[src/rtl/phys_reg_free_list_if.sv]
// Rename/commit handshake bundle for the physical register free list.
// The master drives requests and releases; the slave (the free list) returns tags and status.
interface phys_reg_free_list_if #(
  parameter int PHY_WIDTH = 6,
  parameter int PTR_WIDTH = 6
);
  logic                 alloc_req;
  logic                 alloc_valid;
  logic [PHY_WIDTH-1:0] alloc_preg;
  logic                 commit_valid;
  logic [PHY_WIDTH-1:0] commit_old_preg;
  logic                 flush;
  logic [PTR_WIDTH-1:0] free_count;
  logic                 empty;
  logic                 err;

  modport master (
    output alloc_req, commit_valid, commit_old_preg, flush,
    input  alloc_valid, alloc_preg, free_count, empty, err
  );

  modport slave (
    input  alloc_req, commit_valid, commit_old_preg, flush,
    output alloc_valid, alloc_preg, free_count, empty, err
  );
endinterface

[src/rtl/phys_reg_free_list.sv]
// Circular free list of physical register tags: one allocation per cycle to rename,
// one release per cycle from commit, and single-cycle flush back to the committed head.
module phys_reg_free_list #(
  parameter int PHY_REGS  = 64,
  parameter int ARCH_REGS = 32,
  parameter int FREE_REG  = PHY_REGS - ARCH_REGS,
  parameter int PHY_WIDTH = $clog2(PHY_REGS),
  parameter int PTR_WIDTH = $clog2(FREE_REG) + 1
) (
  input logic                clk,
  input logic                rst,
  phys_reg_free_list_if.slave fl
);
  localparam int IDX_WIDTH = $clog2(FREE_REG);

  logic [PHY_WIDTH-1:0] entries [FREE_REG];
  logic [PTR_WIDTH-1:0] head;
  logic [PTR_WIDTH-1:0] commit_head;
  logic [PTR_WIDTH-1:0] tail;
  logic [PTR_WIDTH-1:0] head_next;
  logic [PTR_WIDTH-1:0] count;
  logic                 err_q;
  logic                 full;
  logic                 alloc_fire;
  logic                 push;

  // Full and empty differ only in the wrap bit, so the modular difference covers both.
  always_comb begin
    count      = tail - head;
    full       = (count == PTR_WIDTH'(FREE_REG));
    alloc_fire = fl.alloc_req && (count != '0) && !fl.flush;
    push       = fl.commit_valid && !full;
    if (fl.flush) begin
      head_next = commit_head + (fl.commit_valid ? PTR_WIDTH'(1) : '0);
    end else begin
      head_next = head + (alloc_fire ? PTR_WIDTH'(1) : '0);
    end
  end

  assign fl.free_count  = count;
  assign fl.empty       = (count == '0);
  assign fl.alloc_valid = (count != '0) && !fl.flush;
  assign fl.alloc_preg  = entries[head[IDX_WIDTH-1:0]];
  assign fl.err         = err_q;

  // A release with the list full is dropped, but commit_head still tracks the commit.
  always_ff @(posedge clk or posedge rst) begin
    if (rst) begin
      for (int i = 0; i < FREE_REG; i++) begin
        entries[i] <= PHY_WIDTH'(ARCH_REGS + i);
      end
      head        <= '0;
      commit_head <= '0;
      tail        <= PTR_WIDTH'(FREE_REG);
      err_q       <= 1'b0;
    end else begin
      head <= head_next;
      if (fl.commit_valid) begin
        commit_head <= commit_head + PTR_WIDTH'(1);
      end
      if (push) begin
        entries[tail[IDX_WIDTH-1:0]] <= fl.commit_old_preg;
        tail                         <= tail + PTR_WIDTH'(1);
      end
      if (fl.commit_valid && full) begin
        err_q <= 1'b1;
      end
    end
  end
endmodule

[src/flat_wrapper.sv]
// flat-port wrapper written by rule: the top's interface ports become plain ports
module phys_reg_free_list_flat 
#(
  parameter int PHY_REGS  = 64,
  parameter int ARCH_REGS = 32,
  parameter int FREE_REG  = PHY_REGS - ARCH_REGS,
  parameter int PHY_WIDTH = $clog2(PHY_REGS),
  parameter int PTR_WIDTH = $clog2(FREE_REG) + 1
)
  (clk, rst, fl_alloc_req, fl_commit_valid, fl_commit_old_preg, fl_flush, fl_alloc_valid, fl_alloc_preg, fl_free_count, fl_empty, fl_err);
  phys_reg_free_list_if #(.PHY_WIDTH(PHY_WIDTH), .PTR_WIDTH(PTR_WIDTH)) fl_i ();
  input logic clk;
  input logic rst;
  input wire logic [$bits(fl_i.alloc_req)-1:0] fl_alloc_req;
  input wire logic [$bits(fl_i.commit_valid)-1:0] fl_commit_valid;
  input wire logic [$bits(fl_i.commit_old_preg)-1:0] fl_commit_old_preg;
  input wire logic [$bits(fl_i.flush)-1:0] fl_flush;
  output wire logic [$bits(fl_i.alloc_valid)-1:0] fl_alloc_valid;
  output wire logic [$bits(fl_i.alloc_preg)-1:0] fl_alloc_preg;
  output wire logic [$bits(fl_i.free_count)-1:0] fl_free_count;
  output wire logic [$bits(fl_i.empty)-1:0] fl_empty;
  output wire logic [$bits(fl_i.err)-1:0] fl_err;
  assign fl_i.alloc_req = fl_alloc_req;
  assign fl_i.commit_valid = fl_commit_valid;
  assign fl_i.commit_old_preg = fl_commit_old_preg;
  assign fl_i.flush = fl_flush;
  assign fl_alloc_valid = fl_i.alloc_valid;
  assign fl_alloc_preg = fl_i.alloc_preg;
  assign fl_free_count = fl_i.free_count;
  assign fl_empty = fl_i.empty;
  assign fl_err = fl_i.err;
  phys_reg_free_list #(.PHY_REGS(PHY_REGS), .ARCH_REGS(ARCH_REGS), .FREE_REG(FREE_REG), .PHY_WIDTH(PHY_WIDTH), .PTR_WIDTH(PTR_WIDTH)) u_core (.clk(clk), .rst(rst), .fl(fl_i));
endmodule
[config.mk]
export PLATFORM = sky130hd
export DESIGN_NAME = phys_reg_free_list_flat
export DESIGN_NICKNAME = d
export VERILOG_FILES = /design/src/rtl/phys_reg_free_list_if.sv /design/src/rtl/phys_reg_free_list.sv /design/src/flat_wrapper.sv
export SDC_FILE = /design/constraint.sdc
export NUM_CORES = 1
export LEC_CHECK = 0
export ABC_CLOCK_PERIOD_IN_PS = 6700
export BUFFER_PORTS_ARGS = -buffer_cell sky130_fd_sc_hd__buf_4
export CAP_MARGIN = 10
export CORE_ASPECT_RATIO = 2
export CORE_MARGIN = 10
export CORE_UTILIZATION = 57
export CTS_CLUSTER_DIAMETER = 200
export DETAILED_ROUTE_END_ITERATION = 8
export GPL_TIMING_DRIVEN = 0
export PLACE_DENSITY_LB_ADDON = 0.15
export SLEW_MARGIN = 20
export SYNTH_ARGS = -nofsm -noshare
export SYNTH_HDL_FRONTEND = slang
export SYNTH_SLANG_ARGS = --single-unit
[constraint.sdc]
create_clock -name clk -period 6.7 [get_ports clk]
set_input_delay 1.34 -clock clk [delete_from_list [all_inputs] [get_ports clk]]
set_output_delay 1.34 -clock clk [all_outputs]
set_load 0.02 [all_outputs]
# Word level (Yosys, flattened, before mapping)
# Cells that the tools add are included.
# W data, S select, Z words.
[word_totals]
input_bits = 11
register_bits = 211
elab_cells = 66
output_inout_bits = 15
[classes]
muxes = 9
n_bitwise = 2
order_cmp = 3
n_reduce_logical = 10
n_addsub = 5
eq_ne = 1
[op_table]
columns = ["op", "n"]
rows = [
  ["$bwmux W192", 1],
  ["$bmux W6 S5", 1],
  ["$demux W6 S5", 1],
  ["$mux W6", 4],
  ["$add A6 B1 Y6 const B", 2],
  ["$add A6 B6 Y6", 2],
  ["$ge A6 B6 Y1 const B", 2],
  ["$not A5 Y6", 2],
  ["$eq A6 B6 Y1 const B", 1],
  ["$logic_and A1 B1 Y1", 6],
  ["$logic_not A6 Y1", 1],
  ["$lt A6 B1 Y1 const B", 1],
  ["$reduce_bool A6 Y1", 1],
  ["$sub A6 B6 Y6", 1],
  ["$logic_not A1 Y1", 2],
  ["$mux W1", 2],
]

# Logic depth before layout (Yosys ltp)
[depth]
depth_word = 7
depth_mapped = 16
mapped_depth_nobuf = 15

# Worst setup path after synthesis
# No wires, ideal clock.
[synth_timing]
path_kind = "register to output"
startpoint = "register u_core.head[2]"
endpoint = "output port fl_alloc_valid"
path_slack_ns = 2.750
arrival_ns = 2.610
stages_incl_launch_ff = 10
cell_sequence = "dfrtp_1 clkbuf_1 clkbuf_1 inv_1 ha_1 xnor2_1 nand4b_1 mux2i_4 and2_1 a21oi_1"
[synth_between]
elab_chain_len = 3
[synth_rtl]
columns = ["item", "line_no", "text"]
rows = [
  ["from (decl)", "phys_reg_free_list.sv:17", "logic [PTR_WIDTH-1:0] head;"],
  ["from (signal assigned)", "phys_reg_free_list.sv:57", "head <= head_next;"],
  ["$sub A6 B6 Y6", "phys_reg_free_list.sv:29", "count = tail - head;"],
  ["net fl_free_count[2]", "flat_wrapper.sv:20", "output wire logic [$bits(fl_i.free_count)-1:0] fl_free_count;"],
  ["$reduce_bool A6 Y1", "phys_reg_free_list.sv:42", "assign fl.alloc_valid = (count != '0) && !fl.flush;"],
  ["$logic_and A1 B1 Y1", "phys_reg_free_list.sv:42", ""],
  ["to (decl)", "flat_wrapper.sv:18", "output wire logic [$bits(fl_i.alloc_valid)-1:0] fl_alloc_valid;"],
]
# The timed path passes the listed nets, and every way through them passes these cells.

# Worst setup path in the final report
[layout_timing]
startpoint = "register u_core.head[2]"
endpoint = "output port fl_alloc_valid"
[layout_between]
elab_chain_len = 3
[layout_rtl]
columns = ["item", "line_no"]
rows = [
  ["$sub A6 B6 Y6", "phys_reg_free_list.sv:29"],
  ["$reduce_bool A6 Y1", "phys_reg_free_list.sv:42"],
  ["$logic_and A1 B1 Y1", "phys_reg_free_list.sv:42"],
]
# Every way passes these cells.

==> results.cfg <==
[setup_path]
path_class = flop to primary output
worst_setup_path_start_kind = flop
worstPathBufferInverterCount = 4
timing.critical_path.max_delay_family = buffers and inverters
cp_data_arrival_time_ns = 3.44
crit_path_frequent_cell = sky130_fd_sc_hd__clkbuf_1
critPathRequiredTime_ns = 5.36
internal_reg_to_reg_setup_slack_ns = 2.87
critPathMaxStageDelay_ns = 0.52
cpMaxStageDelayCell = sky130_fd_sc_hd__clkbuf_1
critical_path_peak_fanout = 10
r2r-start = u_core.head[2]$_DFF_PP0_
critical_path.cell_chain = clkbuf_1 -> clkbuf_1 -> inv_1 -> ha_1 -> xnor2_1 -> or4_1 -> mux2i_4 -> and2_1 -> a21oi_1 -> buf_4
worstSetupEndpointType = primary output
reg2regPathDepth = 16
r2r-end = u_core.head[4]$_DFF_PP0_

[cells_and_area]
multiInputGateArea_um2 = 4643
area.sequential_um2 = 5421
final_util_pct = 65.06
drive_gt1_share_pct = 58.39
syn_to_final_growth_pct = 12.32
fillerInstances = 1293
layout_common_cells = sky130_fd_sc_hd__mux2_2 (196), sky130_fd_sc_hd__dfstp_2 (113), sky130_fd_sc_hd__dfrtp_1 (98), sky130_fd_sc_hd__mux4_2 (60), sky130_fd_sc_hd__nand2_1 (57)
n_antenna_cell = 0
design.final.nets = 781
mostFrequentLayoutCell = sky130_fd_sc_hd__mux2_2

[detailed_routing]
drt-pass1-iter-count = 4
antenna_left = 0
drc_errors = 0
wirelength_um = 25110
drt_iter0_drc = 400
detailroute.via_count = 6094
routed_wire_length_per_instance_um = 25.57
viasPerCell = 6.206

[synth]
ys.warnings.count = 0
yosysSeqAreaShare_pct = 52.63
post_synthesis_instance_area_um2 = 10300
synthesis.nets = 728
synth.avg_cell_area_um2 = 14.67
synth.distinct_cells = 39
syn-instance-count = 702
yosys_register_bits = 211

[floorplan]
die_height_um = 210.1
coreArea_um2 = 17780
initial_utilization_pct = 57.92
core.rowCount = 69
ios = 26
overall_die_width_um = 115.1
floorplan.die_area_um2 = 24180

[cts]
clock_tree_from_tritoncts = built
hold_buffers = 0
number_of_buffers_inserted_during_clock_tree_synthesis = 20
clockBufferDepth = 3
cts.sinks = 211
cts.repair.resized = 0
insertion_delay_ns = 0.50
clkSlewWorstSetupHoldPaths_ns = 0.07
cts_htree_levels = 1
cts.repair_timing.setup_buffer_count = 0
ctsRootBufferMaster = sky130_fd_sc_hd__clkbuf_16

[power_and_ir_drop]
power.density_nw_per_um2 = 525.5
cellLeakagePower_nw = 4.885
total_power_mw = 6.080
vdd_ir_drop_max_mv = 0.2559

[place]
port_buffers = 25
place_congestion = 0.8875
dpl.hpwl_um = 19080

[flow_run]
max_cap_viol_count = 0

[grt]
antenna_found_initial = 1
grt_overflow_total = 0
grt_max_degree = 39
grt_pass1_wl_um = 39050
number_of_global_route_vias_before_repair = 6807
gr-usage-all-layers_pct = 21.11

[sta]
fin_hold_ws_ns = 0.4962
final-hold-violation-count = 0
final_max_slew_viol_count = 0
report.final.setup_viol = 0
grt_setup_unrepaired = no
slew-limit-headroom_pct = 42.09
tightest_slew_ns = 0.8686
skew_ns = 0.008914
min_period_over_period_pct = 71.32
final.setup.tns_ns = 0
maxClockFrequency_mhz = 209.3
period_needed_ns = 4.778

[outcome]
status = finished, final reports clean

[worst_hold_path]
hold_class = flop to flop
hold_depth = 1
hold_start = u_core.fl.err$_DFFE_PP0P_
worst_hold_path.endpoint = u_core.fl.err$_DFFE_PP0P_
[cells in the mapped netlist (all sizes together)]
master / instances / area [um2]
a21oi: 4 / 20.02
a31o: 2 / 17.52
and2: 4 / 25.02
and3: 4 / 25.02
buf: 12 / 71.31
clkbuf: 33 / 123.9
clkinv: 2 / 7.510
dfrtp: 98 / 2452
dfstp: 113 / 2969
fa: 1 / 20.02
ha: 14 / 175.2
inv: 9 / 33.78
mux2: 196 / 2207
mux2i: 1 / 22.52
mux4: 60 / 1351
nand2: 57 / 214.0
nand2b: 1 / 6.260
nand3: 9 / 45.04
nand3b: 3 / 26.27
nand4: 6 / 37.54
nand4b: 1 / 8.760
nor2: 34 / 127.6
nor3: 2 / 10.01
o211ai: 1 / 21.27
o21a: 1 / 7.510
o21ai: 4 / 20.02
o2bb2ai: 1 / 8.760
o32ai: 1 / 8.760
or2: 1 / 6.260
or2b: 1 / 7.510
or3: 1 / 6.260
or3b: 2 / 17.52
or4: 1 / 7.510
xnor2: 17 / 148.9
xor2: 5 / 43.79
[per-stage QoR]
step / cells / worst slack (ns) / cell area [um2]
3_5_place_dp: 946 / 2.406 / 10880
3_3_place_gp: 940 / 1.774 / 10760
5_1_grt: 982 / 1.672 / 11570
6_report: 982 / 1.922 / 11570
2_1_floorplan: 702 / 2.710 / 10300
4_1_cts: 982 / 1.877 / 11570
[how the worst max path moves through the flow]
stage | slack, ns | from | to | depth (start not counted)
after floorplan | 2.71 | rst | u_core.commit_head[0]$_DFFE_PP0P_ | 1
after global placement | 1.77 | rst | u_core.entries[154]$_DFFE_PP0P_ | 2
after detailed placement | 2.41 | u_core.head[2]$_DFF_PP0_ | fl_alloc_valid | 10
after CTS | 1.88 | u_core.head[2]$_DFF_PP0_ | fl_alloc_valid | 10
after global routing | 1.67 | u_core.head[2]$_DFF_PP0_ | fl_alloc_valid | 10
final | 1.92 | u_core.head[2]$_DFF_PP0_ | fl_alloc_valid | 10
[cell type report]
cell class | instances | area share, %
flip-flops and latches | 211 | 46.86
multi-input cells | 435 | 40.13
clock buffers | 31 | 5.494
repair buffers | 31 | 2.660
well taps | 213 | 2.303
plain buffers | 45 | 1.709
clock inverters | 5 | 0.4542
inverters | 11 | 0.3893
[where the power goes]
part / switching (mW) / internal (mW)
combinational: 1.29 / 1.31
sequential: 0.297 / 2.00
clock: 0.489 / 0.694
[cell families after synthesis]
family / synth area share [%]
buffers and inverters: 2.296
xor gates and xnor gates: 1.870
muxes: 34.76
and+or+nand+nor: 5.539
adders and majority gates: 1.895
DFF: 52.63
AOI/OAI and AO/OA: 1.008
[state kept, by name, indices dropped and copies added (netlist names)]
signal,flops
u_core.commit_head,6
u_core.fl.err,1
u_core.entries,192
u_core.tail,6
u_core.head,6
[worst reg2reg max path: cells and delay by family, from the launching register on]
family	cells	cell delay, ns
adder cells (fa/ha/maj)	3	0.76
AO/OA/AOI/OAI	2	0.23
XOR/XNOR	2	0.28
AND/OR/NAND/NOR	5	1.00
flip-flops	1	0.32
buffers and inverters	3	0.96
multiplexers	1	0.20
[routing by layer]
| layer | vias to the layer above | part of all wire [%] | track usage [%] |
|---|---|---|---|
| met4 | 0 | 6.0 | 11.92 |
| met2 | 163 | 56 | 38.73 |
| met1 | 3203 | 33 | 21.67 |
| met3 | 72 | 5.0 | 3.470 |
| met5 | - | 0 | 0 |
| li1 | 2656 | - | - |
No activity file was read; power rests on OpenSTA's default activity.
